===== config.mk =====
export PLATFORM = sky130hd
export DESIGN_NAME = serial_adder_flat
export DESIGN_NICKNAME = d
export VERILOG_FILES = /design/src/rtl/serial_adder_if.sv /design/src/rtl/serial_adder.sv /design/src/flat_wrapper.sv
export SDC_FILE = /design/constraint.sdc
export NUM_CORES = 1
export LEC_CHECK = 0
export ABC_AREA = 1
export BUFFER_PORTS_ARGS = -buffer_cell sky130_fd_sc_hd__buf_2
export CORE_MARGIN = 1
export CORE_UTILIZATION = 35
export DETAILED_ROUTE_END_ITERATION = 12
export HOLD_SLACK_MARGIN = 0.1
export SYNTH_ARGS = -nofsm -noshare
export SYNTH_HDL_FRONTEND = slang
export SYNTH_SLANG_ARGS = --single-unit

===== constraint.sdc =====
create_clock -name clk -period 2.1 [get_ports clk]
set_input_delay 0.105 -clock clk [delete_from_list [all_inputs] [get_ports clk]]
set_output_delay 0.105 -clock clk [all_outputs]
set_load 0.005 [all_outputs]

===== src/rtl/serial_adder_if.sv =====
// Operand/result bundle for the bit-serial adder: requester drives master, adder implements slave.
interface serial_adder_if #(
  parameter int unsigned WIDTH = 8
);
  logic             start;
  logic [WIDTH-1:0] a;
  logic [WIDTH-1:0] b;
  logic             cin;
  logic             sub;
  logic             busy;
  logic             done;
  logic [WIDTH-1:0] sum;
  logic             cout;
  logic             ovf;

  modport master (
    output start, a, b, cin, sub,
    input  busy, done, sum, cout, ovf
  );

  modport slave (
    input  start, a, b, cin, sub,
    output busy, done, sum, cout, ovf
  );
endinterface


===== src/rtl/serial_adder.sv =====
// Bit-serial add/subtract: one full-adder stage and a carry flop, LSB first, WIDTH cycles per result.
module serial_adder #(
  parameter int unsigned WIDTH = 8
) (
  input  logic          clk,
  input  logic          rst_n,
  serial_adder_if.slave bus
);

  localparam int unsigned CNT_W = (WIDTH > 1) ? $clog2(WIDTH) : 1;

  typedef enum logic [1:0] {IDLE, RUN, DONE} state_e;

  state_e             state_q, state_d;
  logic [CNT_W-1:0]   cnt_q, cnt_d;
  logic [WIDTH-1:0]   a_q, a_d;
  logic [WIDTH-1:0]   b_q, b_d;
  logic [WIDTH-1:0]   res_q, res_d;
  logic               carry_q, carry_d;
  logic               sub_q, sub_d;
  logic               busy_q, busy_d;
  logic               done_q, done_d;
  logic [WIDTH-1:0]   sum_q, sum_d;
  logic               cout_q, cout_d;
  logic               ovf_q, ovf_d;

  logic               b_bit_c;
  logic               s_c;
  logic               co_c;

  // Single full-adder stage; B is inverted for subtract (carry preloaded with 1).
  always_comb begin
    b_bit_c = b_q[0] ^ sub_q;
    s_c     = a_q[0] ^ b_bit_c ^ carry_q;
    co_c    = (a_q[0] & b_bit_c) | (a_q[0] & carry_q) | (b_bit_c & carry_q);
  end

  always_ff @(posedge clk or negedge rst_n) begin
    if (!rst_n) begin
      state_q <= IDLE;
      cnt_q   <= '0;
      a_q     <= '0;
      b_q     <= '0;
      res_q   <= '0;
      carry_q <= 1'b0;
      sub_q   <= 1'b0;
      busy_q  <= 1'b0;
      done_q  <= 1'b0;
      sum_q   <= '0;
      cout_q  <= 1'b0;
      ovf_q   <= 1'b0;
    end else begin
      state_q <= state_d;
      cnt_q   <= cnt_d;
      a_q     <= a_d;
      b_q     <= b_d;
      res_q   <= res_d;
      carry_q <= carry_d;
      sub_q   <= sub_d;
      busy_q  <= busy_d;
      done_q  <= done_d;
      sum_q   <= sum_d;
      cout_q  <= cout_d;
      ovf_q   <= ovf_d;
    end
  end

  always_comb begin
    state_d = state_q;
    cnt_d   = cnt_q;
    a_d     = a_q;
    b_d     = b_q;
    res_d   = res_q;
    carry_d = carry_q;
    sub_d   = sub_q;
    done_d  = 1'b0;
    sum_d   = sum_q;
    cout_d  = cout_q;
    ovf_d   = ovf_q;

    case (state_q)
      IDLE, DONE: begin
        if (bus.start) begin
          state_d = RUN;
          cnt_d   = '0;
          a_d     = bus.a;
          b_d     = bus.b;
          res_d   = '0;
          sub_d   = bus.sub;
          carry_d = bus.sub ? 1'b1 : bus.cin;
        end else begin
          state_d = IDLE;
        end
      end
      RUN: begin
        a_d     = a_q >> 1;
        b_d     = b_q >> 1;
        res_d   = (res_q >> 1) | (WIDTH'(s_c) << (WIDTH - 1));
        carry_d = co_c;
        cnt_d   = cnt_q + CNT_W'(1);
        // On the MSB, carry_q is the carry into the MSB and co_c the carry out.
        if (cnt_q == CNT_W'(WIDTH - 1)) begin
          state_d = DONE;
          cnt_d   = '0;
          done_d  = 1'b1;
          sum_d   = res_d;
          cout_d  = co_c;
          ovf_d   = co_c ^ carry_q;
        end
      end
      default: state_d = IDLE;
    endcase

    busy_d = (state_d == RUN);
  end

  assign bus.busy = busy_q;
  assign bus.done = done_q;
  assign bus.sum  = sum_q;
  assign bus.cout = cout_q;
  assign bus.ovf  = ovf_q;

endmodule


===== src/flat_wrapper.sv =====
// flat-port wrapper written by rule: the top's interface ports become plain ports
module serial_adder_flat 
#(
  parameter int unsigned WIDTH = 8
)
  (clk, rst_n, bus_start, bus_a, bus_b, bus_cin, bus_sub, bus_busy, bus_done, bus_sum, bus_cout, bus_ovf);
  serial_adder_if #(.WIDTH(WIDTH)) bus_i ();
  input  logic clk;
  input  logic rst_n;
  input wire logic [$bits(bus_i.start)-1:0] bus_start;
  input wire logic [$bits(bus_i.a)-1:0] bus_a;
  input wire logic [$bits(bus_i.b)-1:0] bus_b;
  input wire logic [$bits(bus_i.cin)-1:0] bus_cin;
  input wire logic [$bits(bus_i.sub)-1:0] bus_sub;
  output wire logic [$bits(bus_i.busy)-1:0] bus_busy;
  output wire logic [$bits(bus_i.done)-1:0] bus_done;
  output wire logic [$bits(bus_i.sum)-1:0] bus_sum;
  output wire logic [$bits(bus_i.cout)-1:0] bus_cout;
  output wire logic [$bits(bus_i.ovf)-1:0] bus_ovf;
  assign bus_i.start = bus_start;
  assign bus_i.a = bus_a;
  assign bus_i.b = bus_b;
  assign bus_i.cin = bus_cin;
  assign bus_i.sub = bus_sub;
  assign bus_busy = bus_i.busy;
  assign bus_done = bus_i.done;
  assign bus_sum = bus_i.sum;
  assign bus_cout = bus_i.cout;
  assign bus_ovf = bus_i.ovf;
  serial_adder #(.WIDTH(WIDTH)) u_core (.clk(clk), .rst_n(rst_n), .bus(bus_i));
endmodule

## Yosys cells after proc, flatten, opt, wreduce, memory -nomap -nowiden

Cells that the tools add are included.

- Input port bits: 21
- Memories kept: 0
- Bits in writable memories: 0
- Bits in read-only memories: 0
- Register bits after elaboration: 43
- Logic and storage cells: 51
- Latch bits: 0

- Multiply operators: 0
- Magnitude comparators: 0
- Bitwise operators: 10
- Divide/modulo/power cells: 0
- Reduce and logical (&&, ||, !) cells: 6
- Mux-type cells: 17
- $add $sub $neg: 1
- Shift-type cells: 0
- Eq/ne operators: 5

Operators by type and width:

| operator | count |
|---|---|
| case mux 8 bit (2 select lines) | 3 |
| two-way mux 8 bit | 3 |
| OR 7 x 8 -> 8 bit | 1 |
| two-way mux 3 bit | 2 |
| case mux 3 bit (2 select lines) | 1 |
| AND reduction 2 bit | 3 |
| two-way mux 1 bit | 5 |
| equality test 2 x 1 -> 1 bit (second input constant) | 2 |
| case mux 2 bit (2 select lines) | 1 |
| bitwise XOR 1 bit | 4 |
| adder 3 x 1 -> 3 bit (second input constant) | 1 |
| bitwise AND 1 bit | 3 |
| equality test 3 bit (second input constant) | 1 |
| equality test 2 bit (second input constant) | 1 |
| logical NOT 2 bit | 1 |
| two-way mux 2 bit | 1 |
| != test 2 bit (second input constant) | 1 |
| OR 1 bit | 2 |
| case mux 1 bit (2 select lines) | 1 |
| nonzero test 2 bit | 1 |
| OR reduction 2 bit | 1 |

## Longest topological paths before layout

- Depth after elaboration: 5
- Gate-level depth with buffers: 8
- Gate-level depth less buffers: 6

## Worst setup path after synthesis

No wires, ideal clock.

- Path kind: register to register
- From: register u_core.sub_q
- To: register u_core.res_q[7]
- Clock period less this slack: 1.426 ns
- Path slack: 0.674 ns
- Cell stages (with the launch flop): 5
- Data required time: 2.026 ns
- Arrival: 1.352 ns
- Path through: dfrtp_1 xnor2_1 fa_1 or2_2 o21ai_2

- Cells in the longest elaborated chain, start to end: 5

Ends and longest elaborated chain:

| what | line | source |
|---|---|---|
| start, declared | serial_adder.sv:20 | `logic sub_q, sub_d;` |
| start signal, assigned | serial_adder.sv:59 | `sub_q <= sub_d;` |
| bitwise XOR 1 bit | serial_adder.sv:33 | `b_bit_c = b_q[0] ^ sub_q;` |
| bitwise XOR 1 bit (2 in a row) | serial_adder.sv:34 | `s_c = a_q[0] ^ b_bit_c ^ carry_q;` |
| OR 7 x 8 -> 8 bit | serial_adder.sv:98 | `res_d = (res_q >> 1) \| (WIDTH'(s_c) << (WIDTH - 1));` |
| case mux 8 bit (2 select lines) | serial_adder.sv:81 | `case (state_q)` |
| end signal, assigned | serial_adder.sv:57 | `res_q <= res_d;` |
| end, declared | serial_adder.sv:18 | `logic [WIDTH-1:0] res_q, res_d;` |

Every way passes these cells.
A chain may end at the register's enable or synchronous reset.

## Worst setup path in the final report

Same ends and word-level chain as after synthesis.

==> results.yml <==
outcome:
  status: "finished clean"
place:
  detailedPlacementHpwl_microns: 2460
  gpl_wtd_cong: 0.760
  buffers_added_on_ports: 32
  post_dp_cell_area_sq_um: 2250
timing:
  whs_ns: 0.113
  fin_tns_setup_ns: 0
  slew_violations: 0
  maxClockFrequency_mhz: 674
  clock-skew-final_ns: 0.00422
  tightestPinTransition_ns: 0.312
  maxSlewHeadroom_pct: 79.2
  finalSetupViolCount: 0
  timing.final.crit_share_pct: 70.7
  grt_setup_unrepaired: "false"
  fin_crit_ns: 1.48
  timing_hold_violations_final: 0
cts:
  clkLatencyLatePin_ns: 0.29
  clk_pin_slew_worst_paths_ns: 0.08
  htree_depth: 2
  cts_max_path_buffers: 2
  number_of_buffers_added_by_the_clock_tree_synthesis_step: 5
  clock-sinks: 42
  cts_resized: 0
  cts_tree: "built"
  clockRootBuffer: "sky130_fd_sc_hd__clkbuf_8"
grt:
  grt_use_total_pct: 14.1
  grt_max_degree: 26
  grt_first_pass_wirelength_microns: 6840
  number_of_antenna_violations_at_the_first_check_in_global_routing: 0
  first_global_vias: 1539
  overflow: 0
floorplanning:
  floorplan.die.width_microns: 78.8
  initial_core_util_pct: 36.8
  io_pins: 33
  num_rows: 27
  die-height_microns: 78.8
  placeableCoreArea_sq_um: 5610
  fp.dieArea_sq_um: 6210
layout:
  finish.utilization_pct: 42.7
  multi_input_area_sq_um: 752
  storage_cell_area_sq_um: 1050
  finalInstanceArea_sq_um: 2400
  final_layout_size_suffix_gt1_share_pct: 24.5
  layout.nets: 297
  diodes: 0
  syn2layout_area_growth_pct: 16.0
  n_fill_cell: 589
yosys:
  most_frequent_cell_after_synthesis: "sky130_fd_sc_hd__nand2_1"
  yosysTopAreaCellShare_pct: 50.9
  postSynthCellCount: 235
  ys_async_sr_fraction_pct: 100
  synth_enable_flop_cells: 0
  mappedNetlistArea_sq_um: 2070
  yosys_register_bits: 42
  synth.cells.most_frequent: "sky130_fd_sc_hd__nand2_1 (73), sky130_fd_sc_hd__dfrtp_1 (42), sky130_fd_sc_hd__inv_1 (41)"
  seq_area_frac_synth_pct: 50.9
  synth_ff_type: "sky130_fd_sc_hd__dfrtp_1"
  postSynthNetCount: 259
  ys_warn_count: 0
  synthTopCellsByArea: "sky130_fd_sc_hd__dfrtp_1 (51%), sky130_fd_sc_hd__nand2_1 (13%), sky130_fd_sc_hd__inv_1 (7.5%), sky130_fd_sc_hd__nand3_1 (7.3%), sky130_fd_sc_hd__o21ai_2 (6.4%)"
  avgSynthCellArea_sq_um: 8.79
  yosys.area.top_type: "sky130_fd_sc_hd__dfrtp_1"
  netlist-cell-type-count: 22
route:
  num_vias: 1536
  initialDrtViolationCount: 55
  postRouteAntennaNets: 0
  drt_pass1_iterations: 4
  routed_wire_length_per_instance_microns: 10.8
  drt_wl_total_microns: 3750
  vias_per_cell: 4.44
  drcViolationCount: 0
power:
  power_density_nw_per_um2: 1490
  power.static_leakage_nw: 1.31
  fin_total_pwr_mw: 3.57
  vdd.ir_drop.worst_mv: 0.608
job:
  maxCapViolations: 0
setup_path:
  critPathSlowestCell: "sky130_fd_sc_hd__fa_1"
  critical_path.endpoint_type: "flip-flop"
  arrival_time_worst_endpoint_ns: 1.71
  startpoint_type: "flip-flop"
  crit_path_max_fanout: 2
  worstPathRequired_ns: 2.33
  slowest_cell_delay_on_critical_path_ns: 0.46
  timing.setup.critical_path_class: "reg -> reg"
  path_cells: "xnor2_1 -> fa_1 -> or2_2 -> o21ai_2"
min_path:
  holdCritPathClass: "in -> reg"
worst max-delay path, delay by kind of cell (launching register included):
family	cells	cell delay (ns)
fa+ha+maj	1	0.46
flops	1	0.40
simple gates	1	0.32
xor+xnor	1	0.19
compound gates	1	0.05
metrics by stage:
stage | setup slack, ns | instances
5_1_grt | 0.535 | 346
3_3_place_gp | 0.657 | 333
4_1_cts | 0.611 | 346
2_1_floorplan | 0.674 | 235
6_report | 0.616 | 346
3_5_place_dp | 0.633 | 333
cells in the final DEF (no fill, tap or decap):
cell / netlist / layout
sky130_fd_sc_hd__nand2_1: 73 / 73
sky130_fd_sc_hd__nand2_8: 2 / 2
sky130_fd_sc_hd__clkbuf_8: 0 / 6
sky130_fd_sc_hd__or2_2: 1 / 1
sky130_fd_sc_hd__ha_1: 2 / 2
sky130_fd_sc_hd__buf_4: 1 / 3
sky130_fd_sc_hd__inv_4: 2 / 2
sky130_fd_sc_hd__xnor2_1: 2 / 2
sky130_fd_sc_hd__nand3_1: 30 / 30
sky130_fd_sc_hd__inv_6: 1 / 1
sky130_fd_sc_hd__fa_1: 1 / 1
sky130_fd_sc_hd__buf_2: 1 / 32
sky130_fd_sc_hd__dlygate4sd3_1: 0 / 5
sky130_fd_sc_hd__dfrtp_1: 42 / 42
sky130_fd_sc_hd__nor2_8: 1 / 1
sky130_fd_sc_hd__o21ai_2: 15 / 15
sky130_fd_sc_hd__inv_1: 41 / 41
sky130_fd_sc_hd__nor2_1: 4 / 4
sky130_fd_sc_hd__nand2_4: 1 / 1
sky130_fd_sc_hd__clkinv_2: 0 / 1
sky130_fd_sc_hd__o21ai_0: 7 / 7
sky130_fd_sc_hd__clkinvlp_4: 0 / 1
sky130_fd_sc_hd__nand2_2: 1 / 1
metal layers:
metal | part of all wire, % | vias up | GRT usage, %
met3 | 4.1 | 9 | 3.68
met1 | 48 | 703 | 17.7
met2 | 45 | 33 | 23.4
met5 | 0 | - | 0
li1 | - | 791 | -
met4 | 2.3 | 0 | 4.73
area by class of cell:
cell class | count | share of cell area [%]
Clock buffer | 6 | 3.45
Clock inverter | 2 | 0.522
Inverter | 44 | 7.31
Multi-Input combinational cell | 140 | 31.4
Sequential cell | 42 | 43.9
Tap cell | 72 | 3.76
Timing Repair Buffer | 40 | 9.71
logic make-up (layout without fill, tap and decap cells):
| logic type | Yosys count | after routing | synth area share [%] |
|---|---|---|---|
| buffers and inverters | 53 | 92 | 12.7 |
| DFF | 42 | 42 | 50.9 |
| xor gates and xnor gates | 2 | 2 | 0.848 |
| and+or+nand+nor | 113 | 113 | 25.3 |
| adders and majority gates | 3 | 3 | 2.18 |
| AOI/OAI and AO/OA | 22 | 22 | 8.06 |
worst paths after layout:
| check | slack [ns] | endpoint | startpoint | depth (start not counted) |
|---|---|---|---|---|
| min reg2reg | 0.48 | u_core.bus.sum[1] | u_core.bus.sum[1] | 2 |
| max in group asynchronous | 1.33 | u_core.a_q[5] | rst_n | 3 |
| min in group asynchronous | 0.21 | u_core.bus.ovf | rst_n | 2 |
| max reg2reg | 0.62 | u_core.res_q[7] | u_core.sub_q | 4 |
| max | 0.62 | u_core.res_q[7] | u_core.sub_q | 4 |
| min | 0.11 | u_core.a_q[3] | bus_a[3] | 5 |
state kept, by name, summed over array words and instances, names as in the netlist:
register,cells
u_core.a_q,8
u_core.sub_q,1
u_core.b_q,8
u_core.bus.cout,1
u_core.bus.done,1
u_core.carry_q,1
u_core.bus.ovf,1
u_core.bus.sum,8
u_core.res_q,7
u_core.cnt_q,3
u_core.bus.busy,1
u_core.state_q,2
what timing repair did:
action / in CTS / in global routing
hold buffers: 5 / 0
buffers inserted: 0 / 0
endpoints found under the setup margin: 0 / 0
hold endpoints to repair: 46 / 0
where the power goes:
part | leakage [nW] | total (mW) | internal, mW | switching [mW]
logic | 0.741 | 1.64 | 0.659 | 0.978
clock network | 0.0472 | 0.546 | 0.264 | 0.282
registers | 0.519 | 1.39 | 1.19 | 0.200
total | 1.31 | 3.57 | 2.11 | 1.46
Note: power is estimated with default switching activity, not from simulation.
